$ cat src/rtl/fila_pkg.sv
// rtl/fila_pkg.sv - shared types and constants for the Fila serializer
package fila_pkg;

  typedef enum logic [2:0] {
    IDLE,
    REQ,
    CHECK,
    START,
    DATA,
    PARITY,
    STOP
  } ser_state_t;

  localparam int unsigned FRAME_DATA_BITS = 8;
  localparam logic        LINE_IDLE       = 1'b1;
  localparam logic        START_BIT       = 1'b0;

endpackage

$ cat src/rtl/fila_bit_timer.sv
// rtl/fila_bit_timer.sv - loadable bit-period down-counter with terminal count
module fila_bit_timer #(
  parameter int unsigned BIT_CYCLES = 4
) (
  input  logic clk_i,
  input  logic rst_ni,
  input  logic load_i,
  output logic tc_o
);

  localparam logic [7:0] RELOAD = 8'(BIT_CYCLES - 1);

  logic [7:0] cnt_q;
  logic [7:0] cnt_d;

  // Reload at each bit entry, otherwise count down and park at zero.
  always_comb begin
    cnt_d = cnt_q;
    if (load_i) begin
      cnt_d = RELOAD;
    end else if (cnt_q != 8'd0) begin
      cnt_d = cnt_q - 8'd1;
    end
  end

  // Counter register.
  always_ff @(posedge clk_i or negedge rst_ni) begin
    if (!rst_ni) begin
      cnt_q <= 8'd0;
    end else begin
      cnt_q <= cnt_d;
    end
  end

  assign tc_o = (cnt_q == 8'd0);

endmodule

$ cat src/rtl/fila_serializer.sv
// rtl/fila_serializer.sv - pops bytes from the Fila queue and sends async serial frames
module fila_serializer
  import fila_pkg::*;
#(
  parameter int unsigned BIT_CYCLES = 4,
  parameter bit          PARITY_EN  = 1'b0
) (
  input  logic       clock_10khz,
  input  logic       reset,
  input  logic       enable_in,
  input  logic [7:0] len_in,
  input  logic [7:0] data_in,
  output logic       dequeue_out,
  output logic       serial_out,
  output logic       busy_out,
  output logic [7:0] sent_count_out
);

  localparam logic [2:0] LAST_BIT = 3'(FRAME_DATA_BITS - 1);

  ser_state_t state_q, state_d;
  logic [7:0] shreg_q, shreg_d;
  logic       parity_q, parity_d;
  logic [2:0] bit_q, bit_d;
  logic       serial_q, serial_d;
  logic [7:0] len_snap_q, len_snap_d;
  logic [7:0] sent_q, sent_d;
  logic       tmr_load;
  logic       tmr_tc;

  fila_bit_timer #(
    .BIT_CYCLES(BIT_CYCLES)
  ) u_bit_timer (
    .clk_i  (clock_10khz),
    .rst_ni (reset),
    .load_i (tmr_load),
    .tc_o   (tmr_tc)
  );

  // State register.
  always_ff @(posedge clock_10khz or negedge reset) begin
    if (!reset) begin
      state_q <= IDLE;
    end else begin
      state_q <= state_d;
    end
  end

  // Next state plus datapath updates; the line value is computed one cycle
  // ahead so serial_out comes straight from a flop.
  always_comb begin
    state_d    = state_q;
    shreg_d    = shreg_q;
    parity_d   = parity_q;
    bit_d      = bit_q;
    serial_d   = serial_q;
    len_snap_d = len_snap_q;
    sent_d     = sent_q;
    tmr_load   = 1'b0;
    case (state_q)
      IDLE: begin
        if (enable_in && (len_in != 8'd0)) state_d = REQ;
      end
      REQ: begin
        len_snap_d = len_in;
        state_d    = CHECK;
      end
      CHECK: begin
        // A length that did not drop by one means the queue served an
        // enqueue instead of our pop; go back and ask again.
        if (len_in == (len_snap_q - 8'd1)) begin
          shreg_d  = data_in;
          parity_d = ^data_in;
          serial_d = START_BIT;
          tmr_load = 1'b1;
          state_d  = START;
        end else begin
          state_d = IDLE;
        end
      end
      START: begin
        if (tmr_tc) begin
          serial_d = shreg_q[0];
          shreg_d  = shreg_q >> 1;
          bit_d    = 3'd0;
          tmr_load = 1'b1;
          state_d  = DATA;
        end
      end
      DATA: begin
        if (tmr_tc) begin
          tmr_load = 1'b1;
          if (bit_q == LAST_BIT) begin
            if (PARITY_EN) begin
              serial_d = parity_q;
              state_d  = PARITY;
            end else begin
              serial_d = LINE_IDLE;
              state_d  = STOP;
            end
          end else begin
            bit_d    = bit_q + 3'd1;
            serial_d = shreg_q[0];
            shreg_d  = shreg_q >> 1;
          end
        end
      end
      PARITY: begin
        if (tmr_tc) begin
          serial_d = LINE_IDLE;
          tmr_load = 1'b1;
          state_d  = STOP;
        end
      end
      STOP: begin
        if (tmr_tc) begin
          sent_d  = sent_q + 8'd1;
          state_d = IDLE;
        end
      end
      default: begin
        serial_d = LINE_IDLE;
        state_d  = IDLE;
      end
    endcase
  end

  // Datapath registers; reset drops the line high at once, abandoning any frame.
  always_ff @(posedge clock_10khz or negedge reset) begin
    if (!reset) begin
      shreg_q    <= 8'd0;
      parity_q   <= 1'b0;
      bit_q      <= 3'd0;
      serial_q   <= LINE_IDLE;
      len_snap_q <= 8'd0;
      sent_q     <= 8'd0;
    end else begin
      shreg_q    <= shreg_d;
      parity_q   <= parity_d;
      bit_q      <= bit_d;
      serial_q   <= serial_d;
      len_snap_q <= len_snap_d;
      sent_q     <= sent_d;
    end
  end

  assign dequeue_out    = (state_q == REQ);
  assign busy_out       = (state_q != IDLE);
  assign serial_out     = serial_q;
  assign sent_count_out = sent_q;

endmodule

$ cat config.mk
export PLATFORM = sky130hd
export DESIGN_NAME = fila_serializer
export DESIGN_NICKNAME = d
export VERILOG_FILES = /design/src/rtl/fila_pkg.sv /design/src/rtl/fila_bit_timer.sv /design/src/rtl/fila_serializer.sv
export SDC_FILE = /design/constraint.sdc
export NUM_CORES = 1
export LEC_CHECK = 0
export CORE_ASPECT_RATIO = 0.9
export CORE_MARGIN = 10
export CORE_UTILIZATION = 55
export CTS_CLUSTER_SIZE = 16
export DETAILED_ROUTE_END_ITERATION = 8
export GPL_TIMING_DRIVEN = 0
export PLACE_DENSITY = 0.8
export SLEW_MARGIN = 20
export SYNTH_ARGS = -nofsm -noshare
export SYNTH_HDL_FRONTEND = slang
export SYNTH_SLANG_ARGS = --single-unit
export TNS_END_PERCENT = 10
$ cat constraint.sdc
create_clock -name clock_10khz -period 3 [get_ports clock_10khz]
set_clock_uncertainty 0.15 [all_clocks]
set_input_delay 0.45 -clock clock_10khz [delete_from_list [all_inputs] [get_ports clock_10khz]]
set_output_delay 0.45 -clock clock_10khz [all_outputs]
set_load 0.01 [all_outputs]
==> impl_metrics.csv <==
group,metric,value,unit
global_route,use_met2,21.38,%
placement,placed_cell_area,0.002582,sq mm
sta,whs,325.5,ps
route,vias,1772,
route,ant_nets,0,
yosys,synth_seq_cells,39,
route,wl_per_cell,14.77,microns
finish,fin_util,70.48,%
cts,root_buffer,"clkbuf_8",
floorplan,die_w,86.97,microns
route,post-route-drc-count,0,
pwr,peakVddDrop,0.5447,mV
yosys,syn_avg_cell_area,10.18,sq um
hold_path,hp-class,"reg2reg",
sta,period_share,97.76,%
floorplan,die_h,80.27,microns
yosys,yosys.area_share.simple,18.32,%
floorplan,start_util,58.26,%
pwr,p_comb_share,44.5,%
pwr,power.share.clock,15.7,%
worst_setup_path,critPathRequiredTime,3030,ps
cts,cts_setup_buffers,0,
sta,relSlewSlack,31.37,%
worst_setup_path,r2r_end,"shreg_q[6]$_DFFE_PN0P_",
route,drt_first_pass_iters,4,
sta,period_needed,2933,ps
cts,cts_tree,"yes",
global_route,grt_first_pass_wirelength,7935,microns
yosys,ys_warn_count,0,
finish,insertedDiodeCount,0,
yosys,synthXorXnorAreaFrac,7.497,%
outcome,status,"completed",
global_route,grt-busiest-layer,"met2",
placement,io_buffers,29,
yosys,ys_seq_area_share,44.02,%
worst_setup_path,arrival,2960,ps
pwr,seqPwrFrac,39.8,%
sta,drv_slew,0,
yosys,synth-compound-area-share,11.72,%
pwr,p_switching,801.9,uW
run,cap_violations,0,
yosys,synth.distinct_cells,44,
worst_setup_path,rrSetupSlack,70,ps
sta,tns,0,ps
sta,final-setup-viol-count,0,
yosys,synth_top_family_by_area,"simple AND/OR/NAND/NOR gates",
yosys,muxShareOfSynthArea,13.08,%
worst_setup_path,critical_path.max_fanout,8,
worst_setup_path,worstSetupEndpointType,"flip-flop",
cts,htree_levels,2,
global_route,grt_pass1_vias,1782,
yosys,syn_area,0.002220,sq mm
global_route,grtUsageTotal,13.43,%
yosys,synthCells,218,
global_route,grtUsageMet3,3.734,%
yosys,yosys.area.top_type,"dfrtp_1",
cts,path_clk_slew,70,ps
route,drt_iter0_markers,144,
global_route,antenna_found_initial,0,
floorplan,io_pins,30,
floorplan,core_area,0.003810,sq mm
pwr,power_density,810.8,mW/mm^2
sta,tightestPinTransition,1019,ps
sta,finalHoldViolCount,0,
sta,fmax,341.0,MHz
worst_setup_path,startpoint,"len_snap_q[0]$_DFFE_PN0P_",
pwr,swShare,36.83,%
pwr,p_int,1375,uW
worst_setup_path,cp-endpoint,"shreg_q[6]$_DFFE_PN0P_",
floorplan,rows,21,
yosys,yosys.area_share.adder,2.818,%
route,via_per_inst,5.848,
placement,hpwl,3301,microns
cts,clock-sinks,39,
yosys,syn_nets,242,
cts,cts_buffers,5,
worst_setup_path,rr_startpoint,"len_snap_q[0]$_DFFE_PN0P_",
route,finalWirelength,4476,microns
finish,nets,280,
cts,clock_path_buffers,2,
finish,area_growth,20.97,%
worst_setup_path,critPathLaunchType,"flip-flop",
worst_setup_path,reg2reg_depth,6,
finish,drive_gt1_share,16.34,%
global_route,grt_max_degree,30,
floorplan,dieArea,0.006980,sq mm
sta,rsz0062_at_grt,"true",
pwr,p_leak,0.001087,uW
worst_setup_path,path_class,"reg2reg",
placement,gp_congestion,0.8416,
global_route,groute.layer.met1.usage,17.26,%
finish,final_area,0.002685,sq mm
yosys,synth.area.top_cells,"dfrtp_1 (43%), mux2_2 (12%), xnor2_1 (5.5%), nand2_1 (3.2%), o21ai_0 (2.9%)",
global_route,grt_overflow_total,0,
cts,clkLatencyLatePin,290,ps
yosys,synth_top_area_share,42.84,%
## area by class of cell
cell class / count / area [sq um]
fillers: 283 / 1125
well taps: 46 / 57.56
inverters: 7 / 26.28
flip-flops and latches: 39 / 977.2
clock inverters: 2 / 12.51
plain buffers: 8 / 31.28
repair buffers: 31 / 315.3
clock buffers: 6 / 72.57
multi-input cells: 164 / 1192
## how the worst min path moves through the flow
| stage | from | end | cells past startpoint |
|---|---|---|---|
| 2_1_floorplan | reset | bit_q[0]$_DFFE_PN0P_ | 0 |
| 3_3_place_gp | sent_count_out[7]$_DFFE_PN0P_ | sent_count_out[7]$_DFFE_PN0P_ | 1 |
| 3_5_place_dp | reset | shreg_q[5]$_DFFE_PN0P_ | 1 |
| 4_1_cts | sent_count_out[7]$_DFFE_PN0P_ | sent_count_out[7]$_DFFE_PN0P_ | 1 |
| 5_1_grt | sent_count_out[7]$_DFFE_PN0P_ | sent_count_out[7]$_DFFE_PN0P_ | 1 |
| 6_report | sent_count_out[7]$_DFFE_PN0P_ | sent_count_out[7]$_DFFE_PN0P_ | 1 |
## layout by cell type, fill, tap and decap left out, types with 3 or more instances in the layout
cell type / instances
o21ai_0: 13
clkbuf_8: 5
o21a_1: 3
a31oi_1: 3
xor2_1: 5
nand2_1: 19
nor3_1: 6
nand2b_1: 8
or4_1: 3
xnor2_1: 14
mux2_2: 24
dfrtp_1: 38
inv_1: 6
and3_1: 3
o221ai_1: 3
nor4_1: 5
clkdlybuf4s50_1: 28
clkbuf_1: 8
a21oi_1: 3
or3_1: 3
nor2_1: 15
ha_1: 5
nand4_1: 3
## logic make-up (layout without fill, tap and decap cells)
family	count (synthesis)	in the layout
and+or+nand+nor	77	77
AOI/OAI and AO/OA	37	37
DFF	39	39
buffers and inverters	15	54
muxes	26	26
xor gates and xnor gates	19	19
adders and majority gates	5	5
## worst max-delay path, cell delays in order, from the launching register on
cell and delay [ps]:
dfrtp_1 420, or4_1 590, or4_1 510, o221ai_2 210, o221ai_2 230, a21oi_4 330, mux2_2 380
## metal layers
layer  wire, microns  vias to the layer above
li1                -                      860
met1            2044                      839
met2            2073                       63
met3             297                       10
met4              61                        0
met5               0                        -
## power groups by stage
stage                     clock (uW)  sequential [uW]  combinational, uW
after detailed placement           0              873                955
after global routing             367              896               1090
after global placement             0              864                928
after CTS                        349              864                964
final                            341              867                969
after floorplan                    0              832                755
## cell usage after synthesis
| cell | number |
|---|---|
| xor2_1 | 5 |
| and3_1 | 3 |
| nand3_1 | 1 |
| a22oi_1 | 1 |
| or3_1 | 3 |
| clkinv_1 | 1 |
| a21boi_0 | 1 |
| dfrtp_1 | 38 |
| nand2b_1 | 8 |
| o221ai_1 | 3 |
| a31o_2 | 1 |
| a31oi_1 | 3 |
| a21oi_1 | 3 |
| nor2b_1 | 2 |
| dfstp_2 | 1 |
| clkbuf_1 | 8 |
| o211ai_1 | 1 |
| or2_2 | 1 |
| ha_1 | 5 |
| mux2i_1 | 2 |
| and4_1 | 1 |
| a22o_1 | 1 |
| nor4bb_1 | 1 |
| o221ai_2 | 2 |
| o22ai_1 | 1 |
| nor4_1 | 5 |
| and2_1 | 1 |
| nor3b_1 | 1 |
| nor2_1 | 15 |
| nor3_1 | 6 |
| nand2_1 | 19 |
| nand4b_1 | 1 |
| o21a_1 | 3 |
| xnor2_1 | 14 |
| a21oi_4 | 1 |
| nand4_1 | 3 |
| o21ai_1 | 1 |
| a21o_1 | 2 |
| o21ai_0 | 13 |
| or3b_2 | 1 |
| or4_1 | 3 |
| nand3b_1 | 2 |
| inv_1 | 6 |
| mux2_2 | 24 |
## metrics by stage
| step | std cells | total power [uW] | setup WS [ps] |
|---|---|---|---|
| global route | 303 | 2350 | -33.10 |
| finish | 303 | 2177 | 67.31 |
| floorplan | 218 | 1587 | 325.4 |
| CTS | 303 | 2177 | 70.57 |
| detailed placement | 294 | 1828 | 25.11 |
| global placement | 293 | 1791 | 63.79 |
## registers in the layout (all words and copies together), names as in the netlist
register and count:
bit_q 3, len_snap_q 8, sent_count_out 8, serial_out 1, shreg_q 8, state_q 3
u_bit_timer.cnt_q 8
## timing repair
item | in CTS | in global routing
hold buffers | 1 | 0
endpoints found under the setup margin | 0 | 9
endpoints found under the hold margin | 10 | 0
gates resized for setup | 0 | 3
No activity file was read; power rests on OpenSTA's default activity.
